**src/rtl/start_sequencer_if.sv**
```systemverilog
// Purpose: bundles the start-sequencer control inputs, the frame-ROM lookup
//          and the display/status outputs into one port.
// Signals: STARTen, PAUSE, SKIP   control levels / pulse into the sequencer
//          PixROM                 frame data returned for FrameAddr
//          FrameAddr              current frame index
//          PixSTART               registered display pixels
//          RUNen, Busy, Done      status outputs
// Modports: master = controller/ROM side, slave = sequencer.
interface start_sequencer_if #(
  parameter int unsigned ROWS     = 16,
  parameter int unsigned COLS     = 16,
  parameter int unsigned N_FRAMES = 6
);
  localparam int unsigned AW = (N_FRAMES > 1) ? $clog2(N_FRAMES) : 1;

  logic                       STARTen;
  logic                       PAUSE;
  logic                       SKIP;
  logic [ROWS-1:0][COLS-1:0]  PixROM;
  logic [AW-1:0]              FrameAddr;
  logic [ROWS-1:0][COLS-1:0]  PixSTART;
  logic                       RUNen;
  logic                       Busy;
  logic                       Done;

  modport master (
    output STARTen, PAUSE, SKIP, PixROM,
    input  FrameAddr, PixSTART, RUNen, Busy, Done
  );

  modport slave (
    input  STARTen, PAUSE, SKIP, PixROM,
    output FrameAddr, PixSTART, RUNen, Busy, Done
  );
endinterface

```
**src/rtl/start_sequencer.sv**
```systemverilog
// Purpose: plays an N_FRAMES start animation at TICK_CYCLES per frame, holds
//          the last frame for RUN_DELAY frame periods, then raises RUNen.
//          LOOP_MODE=1 turns it into an endless attract loop.
// Ports:   CLK          system clock, rising edge
//          RST          asynchronous active-low reset
//          bus (slave)  STARTen/PAUSE/SKIP/PixROM in,
//                       FrameAddr/PixSTART/RUNen/Busy/Done out (all registered)
module start_sequencer #(
  parameter int unsigned ROWS        = 16,
  parameter int unsigned COLS        = 16,
  parameter int unsigned N_FRAMES    = 6,
  parameter int unsigned TICK_CYCLES = 66_666_667,
  parameter int unsigned RUN_DELAY   = 1,
  parameter bit          LOOP_MODE   = 1'b0
) (
  input logic              CLK,
  input logic              RST,
  start_sequencer_if.slave bus
);
  localparam int unsigned AW       = (N_FRAMES > 1) ? $clog2(N_FRAMES) : 1;
  localparam int unsigned TW       = (TICK_CYCLES > 1) ? $clog2(TICK_CYCLES) : 1;
  localparam int unsigned DW       = (RUN_DELAY > 1) ? $clog2(RUN_DELAY) : 1;
  localparam int unsigned DLY_LAST = (RUN_DELAY > 0) ? RUN_DELAY - 1 : 0;

  localparam logic [AW-1:0] ADDR_LAST = AW'(N_FRAMES - 1);
  localparam logic [AW-1:0] ADDR_PRE  = AW'(N_FRAMES - 2);
  localparam logic [TW-1:0] TICK_LAST = TW'(TICK_CYCLES - 1);
  localparam logic [DW-1:0] DLY_END   = DW'(DLY_LAST);

  typedef enum logic [1:0] {IDLE, PLAY, HOLD, RUN} state_e;

  state_e                    state_q, state_d;
  logic [TW-1:0]             tick_q, tick_d;
  logic [AW-1:0]             addr_q, addr_d;
  logic [DW-1:0]             dly_q, dly_d;
  logic [ROWS-1:0][COLS-1:0] pix_q;
  logic                      run_q, busy_q, done_q;
  logic                      tick_last_c;

  assign tick_last_c = (tick_q == TICK_LAST);

  // Next-state: STARTen low beats SKIP, which beats PAUSE, which beats the tick.
  always_comb begin
    state_d = state_q;
    tick_d  = tick_q;
    addr_d  = addr_q;
    dly_d   = dly_q;
    if (!bus.STARTen) begin
      state_d = IDLE;
      tick_d  = '0;
      addr_d  = '0;
      dly_d   = '0;
    end else begin
      case (state_q)
        IDLE: begin
          state_d = PLAY;
          tick_d  = '0;
          addr_d  = '0;
          dly_d   = '0;
        end
        PLAY, HOLD: begin
          if (bus.SKIP && !LOOP_MODE) begin
            state_d = RUN;
            addr_d  = ADDR_LAST;
            tick_d  = '0;
            dly_d   = '0;
          end else if (!bus.PAUSE) begin
            if (!tick_last_c) begin
              tick_d = tick_q + TW'(1);
            end else begin
              tick_d = '0;
              if (state_q == PLAY) begin
                if (LOOP_MODE) begin
                  addr_d = (addr_q == ADDR_LAST) ? '0 : addr_q + AW'(1);
                end else begin
                  addr_d = addr_q + AW'(1);
                  // Stepping into the last frame either holds or, with no delay, runs.
                  if (addr_q == ADDR_PRE) state_d = (RUN_DELAY == 0) ? RUN : HOLD;
                end
              end else begin
                // HOLD counts whole frame periods of the delay.
                if (dly_q == DLY_END) begin
                  state_d = RUN;
                  dly_d   = '0;
                end else begin
                  dly_d = dly_q + DW'(1);
                end
              end
            end
          end
        end
        default: ;  // RUN waits for STARTen to drop
      endcase
    end
  end

  // State and registered outputs; outputs follow the next state.
  always_ff @(posedge CLK or negedge RST) begin
    if (!RST) begin
      state_q <= IDLE;
      tick_q  <= '0;
      addr_q  <= '0;
      dly_q   <= '0;
      pix_q   <= '0;
      run_q   <= 1'b0;
      busy_q  <= 1'b0;
      done_q  <= 1'b0;
    end else begin
      state_q <= state_d;
      tick_q  <= tick_d;
      addr_q  <= addr_d;
      dly_q   <= dly_d;
      pix_q   <= (state_d == IDLE) ? '0 : bus.PixROM;
      run_q   <= (state_d == RUN);
      busy_q  <= (state_d == PLAY) || (state_d == HOLD);
      done_q  <= (state_d == RUN) && (state_q != RUN);
    end
  end

  assign bus.FrameAddr = addr_q;
  assign bus.PixSTART  = pix_q;
  assign bus.RUNen     = run_q;
  assign bus.Busy      = busy_q;
  assign bus.Done      = done_q;
endmodule

```
**src/flat_wrapper.sv**
```systemverilog
// flat-port wrapper written by rule: the top's interface ports become plain ports
module start_sequencer_flat 
#(
  parameter int unsigned ROWS        = 16,
  parameter int unsigned COLS        = 16,
  parameter int unsigned N_FRAMES    = 6,
  parameter int unsigned TICK_CYCLES = 66_666_667,
  parameter int unsigned RUN_DELAY   = 1,
  parameter bit          LOOP_MODE   = 1'b0
)
  (CLK, RST, bus_STARTen, bus_PAUSE, bus_SKIP, bus_PixROM, bus_FrameAddr, bus_PixSTART, bus_RUNen, bus_Busy, bus_Done);
  start_sequencer_if #(.ROWS(ROWS), .COLS(COLS), .N_FRAMES(N_FRAMES)) bus_i ();
  input logic CLK;
  input logic RST;
  input wire logic [$bits(bus_i.STARTen)-1:0] bus_STARTen;
  input wire logic [$bits(bus_i.PAUSE)-1:0] bus_PAUSE;
  input wire logic [$bits(bus_i.SKIP)-1:0] bus_SKIP;
  input wire logic [$bits(bus_i.PixROM)-1:0] bus_PixROM;
  output wire logic [$bits(bus_i.FrameAddr)-1:0] bus_FrameAddr;
  output wire logic [$bits(bus_i.PixSTART)-1:0] bus_PixSTART;
  output wire logic [$bits(bus_i.RUNen)-1:0] bus_RUNen;
  output wire logic [$bits(bus_i.Busy)-1:0] bus_Busy;
  output wire logic [$bits(bus_i.Done)-1:0] bus_Done;
  assign bus_i.STARTen = bus_STARTen;
  assign bus_i.PAUSE = bus_PAUSE;
  assign bus_i.SKIP = bus_SKIP;
  assign bus_i.PixROM = bus_PixROM;
  assign bus_FrameAddr = bus_i.FrameAddr;
  assign bus_PixSTART = bus_i.PixSTART;
  assign bus_RUNen = bus_i.RUNen;
  assign bus_Busy = bus_i.Busy;
  assign bus_Done = bus_i.Done;
  start_sequencer #(.ROWS(ROWS), .COLS(COLS), .N_FRAMES(N_FRAMES), .TICK_CYCLES(TICK_CYCLES), .RUN_DELAY(RUN_DELAY), .LOOP_MODE(LOOP_MODE)) u_core (.CLK(CLK), .RST(RST), .bus(bus_i));
endmodule
```
**config.mk**
```make
export PLATFORM = sky130hd
export DESIGN_NAME = start_sequencer_flat
export DESIGN_NICKNAME = d
export VERILOG_FILES = /design/src/rtl/start_sequencer_if.sv /design/src/rtl/start_sequencer.sv /design/src/flat_wrapper.sv
export SDC_FILE = /design/constraint.sdc
export NUM_CORES = 1
export LEC_CHECK = 0
export ABC_CLOCK_PERIOD_IN_PS = 3450
export CAP_MARGIN = 20
export CORE_AREA = 2 2 204 206
export CTS_BUF_LIST = sky130_fd_sc_hd__clkbuf_8
export CTS_CLUSTER_SIZE = 16
export DETAILED_ROUTE_END_ITERATION = 8
export DIE_AREA = 0 0 206 208
export PLACE_DENSITY = 0.59
export SLEW_MARGIN = 10
export SYNTH_ARGS = -nofsm -noshare
export SYNTH_HDL_FRONTEND = slang
export SYNTH_SLANG_ARGS = --single-unit
```
**constraint.sdc**
```tcl
create_clock -name CLK -period 3.45 [get_ports CLK]
set_clock_uncertainty 0.2 [all_clocks]
set_input_delay 0.8625 -clock CLK [delete_from_list [all_inputs] [get_ports CLK]]
set_output_delay 0.8625 -clock CLK [all_outputs]
set_load 0.05 [all_outputs]
```
### After elaboration in Yosys (flattened, before gate mapping)

Index checks and enable logic that the tools add are counted.

| word-level totals | value |
|---|---|
| register bits | 291 |
| input port bits | 261 |
| output and inout port bits | 262 |
| word-level logic and storage cells | 74 |

| cells by class | value |
|---|---|
| add/subtract/negate cells | 3 |
| eq/ne operators | 13 |
| multiplexer cells | 27 |
| reductions and logical operators | 8 |

Operator list:

| cell | number |
|---|---|
| 2-to-1 mux 256 bit | 1 |
| 2-to-1 mux 26 bit | 4 |
| one-hot mux 26 bit (2 select lines) | 1 |
| adder 26 x 1 -> 26 bit (second input constant) | 1 |
| == test 26 bit (second input constant) | 1 |
| 2-to-1 mux 3 bit | 5 |
| 2-to-1 mux 2 bit | 7 |
| inequality test 4 x 3 -> 1 bit (second input constant) | 2 |
| inequality test 4 bit (second input constant) | 2 |
| AND reduction 4 bit | 2 |
| == test 2 bit (second input constant) | 3 |
| 2-to-1 mux 1 bit | 6 |
| one-hot mux 3 bit (2 select lines) | 1 |
| == test 2 x 1 -> 1 bit (second input constant) | 2 |
| zero test 2 bit | 2 |
| one-hot mux 2 bit (2 select lines) | 1 |
| adder 3 x 1 -> 3 bit (second input constant) | 1 |
| == test 3 bit (second input constant) | 1 |
| inequality test 3 x 1 -> 1 bit (second input constant) | 1 |
| inequality test 2 bit (second input constant) | 1 |
| one-hot mux 1 bit (2 select lines) | 1 |
| AND reduction 2 bit | 1 |
| OR reduction 2 bit | 1 |
| adder 1 bit (second input constant) | 1 |
| 2 further kinds | 2 |

### Longest topological paths before layout

| depth | value |
|---|---|
| depth after elaboration | 10 |
| mapped depth | 11 |
| gate-level depth less buffers | 9 |

### Worst setup path after synthesis

Ideal clock, no wire load.

| timing path | value |
|---|---|
| path type | register to register |
| start | register u_core.tick_q[0] |
| end | register u_core.pix_q, in the netlist u_core.bus.PixSTART[215] |
| setup time | 0.132 ns |
| arrival | 2.510 ns |
| required time | 3.118 ns |
| setup slack | 0.608 ns |
| stages on the path, launching flop included | 12 |
| buffers on the path | 2 |
| period minus slack after synthesis | 2.842 ns |
| cells stage by stage | dfrtp_1 inv_1 ha_1 nor4bb_1 nand2_1 nor4_1 mux2i_1 o21a_1 ha_1 clkbuf_1 clkbuf_1 nor2b_1 |

| between the ends | value |
|---|---|
| longest elaborated chain between the ends | 8 |

Ends and longest elaborated chain:

| item | RTL line | text |
|---|---|---|
| start: declaration | start_sequencer.sv:33 | `logic [TW-1:0] tick_q, tick_d;` |
| start signal: assignment | start_sequencer.sv:110 | `tick_q <= tick_d;` |
| == test 26 bit | start_sequencer.sv:40 | `assign tick_last_c = (tick_q == TICK_LAST);` |
| 2-to-1 mux 2 bit | start_sequencer.sv:68 | `if (!tick_last_c) begin` |
| 2-to-1 mux 2 bit | start_sequencer.sv:67 | `end else if (!bus.PAUSE) begin` |
| 2-to-1 mux 2 bit | start_sequencer.sv:62 | `if (bus.SKIP && !LOOP_MODE) begin` |
| one-hot mux 2 bit (2 select lines) | start_sequencer.sv:54 | `case (state_q)` |
| 2-to-1 mux 2 bit | start_sequencer.sv:48 | `if (!bus.STARTen) begin` |
| zero test 2 bit | start_sequencer.sv:113 | `pix_q <= (state_d == IDLE) ? '0 : bus.PixROM;` |
| 2-to-1 mux 256 bit | start_sequencer.sv:113 |  |
| end signal: assignment | start_sequencer.sv:113 |  |
| end: declaration | start_sequencer.sv:36 | `logic [ROWS-1:0][COLS-1:0] pix_q;` |

No other way between the ends.
A chain may end at the register's enable or synchronous reset.

### Final worst setup path

| timing path | value |
|---|---|
| start | register u_core.tick_q[0] |
| end | register u_core.pix_q, in the netlist u_core.bus.PixSTART[24] |

The elaborated chain is that of the path after synthesis.

==> flow_summary_export.csv <==
group,metric,value,unit
run_status,outcome,"finished, final reports clean",
clocking,cts_hold_buf,0,
placement,place_area,0.0164,sq mm
global_route,grt_max_degree,95,
yosys,synthArstFlopShare,1.00,
yosys,synth_nets,1036,
floorplan,rows,74,
sta,max_slew.worst_pin.slew,0.827,ns
setup_path,endpoint_kind,"flip-flop",
sta,report.final.slew_viol_count,0,
route,routed-via-count,7744,
floorplan,die_h,208,microns
global_route,antenna_found_initial,3,
finish,finalInstanceArea,0.0174,sq mm
route,drc,0,
global_route,grt_pass1_wl,50.5,mm
finish,area_delta_synth_final,70.2,%
sta,whs,0.0912,ns
sta,min_period_over_period,0.896,
setup_path,cp_cell_sequence,"inv_1 -> ha_1 -> nor4bb_1 -> nand2_1 -> nor4_1 -> mux2i_1 -> o21a_1 -> ha_4 -> buf_12 -> buf_4 -> nor2b_1",
sta,fmax,324,MHz
yosys,syn_avg_cell_area,13.4,sq um
clocking,cts.repair.resized,0,
route,wl_met3,3.53,mm
yosys,synth_most_common_cell,"dfrtp_1",
finish,fin_nets,1604,
yosys,synthSimpleGateAreaFrac,0.219,
route,met1_length,12.7,mm
yosys,synth_area_leaders,"dfrtp_1 71%, nor2b_1 16%, ha_1 1.2%, clkbuf_1 1.2%, nand2_1 0.77%",
setup_path,start_kind,"flip-flop",
yosys,synth_top_family_by_area,"simple AND/OR/NAND/NOR gates",
clocking,clock_latency,0.60,ns
route,vias_per_cell,4.06,
floorplan,pin_count,523,
setup_path,slowest_stage,"nor4_1",
finish,drive_above_1_share,0.0903,
sta,rsz0062_at_grt,"false",
placement,gp_congestion,0.844,
clocking,path_clk_slew,0.06,ns
yosys,yosysWarnings,0,
global_route,grt_usage,0.157,
yosys,synth_top_area_cell,"dfrtp_1",
pwr,leakagePower,7.46,nW
min_path,worstHoldPathType,"input pin to async pin",
clocking,cts_buffers,51,
clocking,htreeDepth,2,
setup_path,max_stage_delay,0.46,ns
sta,setup_viol,0,
setup_path,crit_family,"simple AND/OR/NAND/NOR gates",
clocking,cts_tree,"built",
setup_path,crit_type,"flip-flop to flip-flop",
sta,period_needed,3.09,ns
route,antenna_left,0,
placement,dp.final_hpwl,26.1,mm
clocking,clock_sinks,290,
yosys,synth_seq_cells,290,
yosys,synth_mux_area_frac,0.00318,
floorplan,start_util,0.253,
flow_run,maxCapViolCount,0,
pwr,p_per_area,992,mW/mm^2
yosys,synth_enable_flop_cells,0,
sta,slew-limit-headroom,0.449,
global_route,grt-ovfl-total,0,
setup_path,cp.required,3.70,ns
route,totalWireLength,33.9,mm
floorplan,die_area,0.0428,sq mm
floorplan,fp.coreArea,0.0406,sq mm
route,dr.pass1.iters,4,
floorplan,die_width,206,microns
route,drtIter0Drc,276,
sta,totalNegativeSetupSlack,0,ns
yosys,synth-xor-area-share,0.0103,
yosys,syn_inst,765,
clocking,clock-root-buffer,"clkbuf_8",
sta,hold_viol_final,0,
yosys,yosys-top-cells-count,"290 x dfrtp_1, 258 x nor2b_1, 33 x clkbuf_1, 21 x nand2_1, 19 x nor2_1",
pwr,ir_worst_vdd,0.535,mV
setup_path,cp_max_fo,17,
clocking,cts_buffer_depth,3,
yosys,ys_dominant_reg_cell,"dfrtp_1",
setup_path,crit_buf_inv,3,
yosys,synth_compound_area_frac,0.0283,
route,met2_length,16.9,mm
setup_path,crit_arrival,3.34,ns
placement,port_buffers,522,
route,top_layer,"met5",
route,avgRoutedWirePerCell,17.8,microns
yosys,yosys.area_share.adder,0.0122,
yosys,synth_top_area_frac,0.709,
finish,fillers,3853,
yosys,netlist-cell-type-count,54,
yosys,syn_area,0.0102,sq mm
global_route,first_global_vias,8347,
finish,final_util,0.430,
yosys,ys_seq_area_frac,0.709,
clocking,postCtsSetupBuffers,0,
==> worst reg2reg max path: cells and delay by family, from the launching register on <==
kind / cells / cell delay [ns]
buffers and inverters: 3 / 0.51
DFF: 1 / 0.40
and+or+nand+nor: 4 / 1.07
AOI/OAI and AO/OA: 1 / 0.18
adders and majority gates: 2 / 0.34
muxes: 1 / 0.28
==> report_power, final <==
group	leakage [nW]	switching [mW]	internal [mW]
sequential	3.79	0.382	4.55
clock	0.614	1.44	1.80
combinational	3.05	6.20	2.91
total	7.46	8.02	9.27
==> per-stage QoR <==
step / power [mW] / setup WS (ns) / instances
after floorplan: 10.4 / 0.608 / 765
after global placement: 14.1 / 0.248 / 1812
after detailed placement: 14.2 / 0.172 / 1812
after CTS: 17.6 / 0.320 / 1905
after global routing: 18.1 / 0.121 / 1906
final: 17.3 / 0.360 / 1907
==> final cells by class <==
type                    count  area, sq um  share of cell area
diodes                      2         5.00            0.000287
well taps                 532          666              0.0382
clock inverters            30          196              0.0113
inverters                   9         33.8             0.00194
flip-flops and latches    290         7260               0.416
multi-input cells         429         2810               0.161
clock buffers              63          867              0.0498
repair buffers            552         5590               0.321
==> registers in the layout, indices dropped and copies added (netlist names) <==
name and flops:
u_core.bus.Done 1, u_core.bus.PixSTART 256, u_core.bus.FrameAddr 3, u_core.bus.Busy 1
u_core.bus.RUNen 1, u_core.tick_q 26, u_core.state_q 2
==> layout by cell type (no fill, tap or decap), types with 10 or more instances in the layout <==
master,instances
clkdlybuf4s50_1,521
dfrtp_1,290
nor2b_1,258
clkbuf_8,63
inv_1,26
nand2_1,21
nor2_1,19
buf_4,19
nand3_1,15
nor4_1,11
buf_12,11
nand4_1,10
or4_1,10
==> logic make-up (layout without fill, tap and decap cells) <==
family	Yosys count	count (layout)
fa+ha+maj	10	10
mux	3	3
simple gates	365	365
compound gates	39	39
buf+inv	46	654
xor+xnor	12	12
flops	290	290
other cells	0	2
==> layer usage <==
metal,track usage,up-vias
li1,-,3624
met1,0.179,3729
met2,0.266,340
met3,0.0645,49
met4,0.0468,2
met5,0,-
==> final timing paths <==
kind / startpoint / end / slack (ns) / cells past startpoint
setup / recovery: u_core.tick_q[0] / u_core.bus.PixSTART[24] / 0.36 / 11
hold / removal: RST / u_core.bus.PixSTART[133] / 0.09 / 1
setup reg to reg: u_core.tick_q[0] / u_core.bus.PixSTART[24] / 0.36 / 11
hold reg to reg: u_core.tick_q[1] / u_core.tick_q[1] / 0.36 / 2
max in group asynchronous: RST / u_core.bus.PixSTART[60] / 2.14 / 2
min in group CLK: u_core.tick_q[1] / u_core.tick_q[1] / 0.36 / 2
Note: power is estimated with default switching activity, not from simulation.
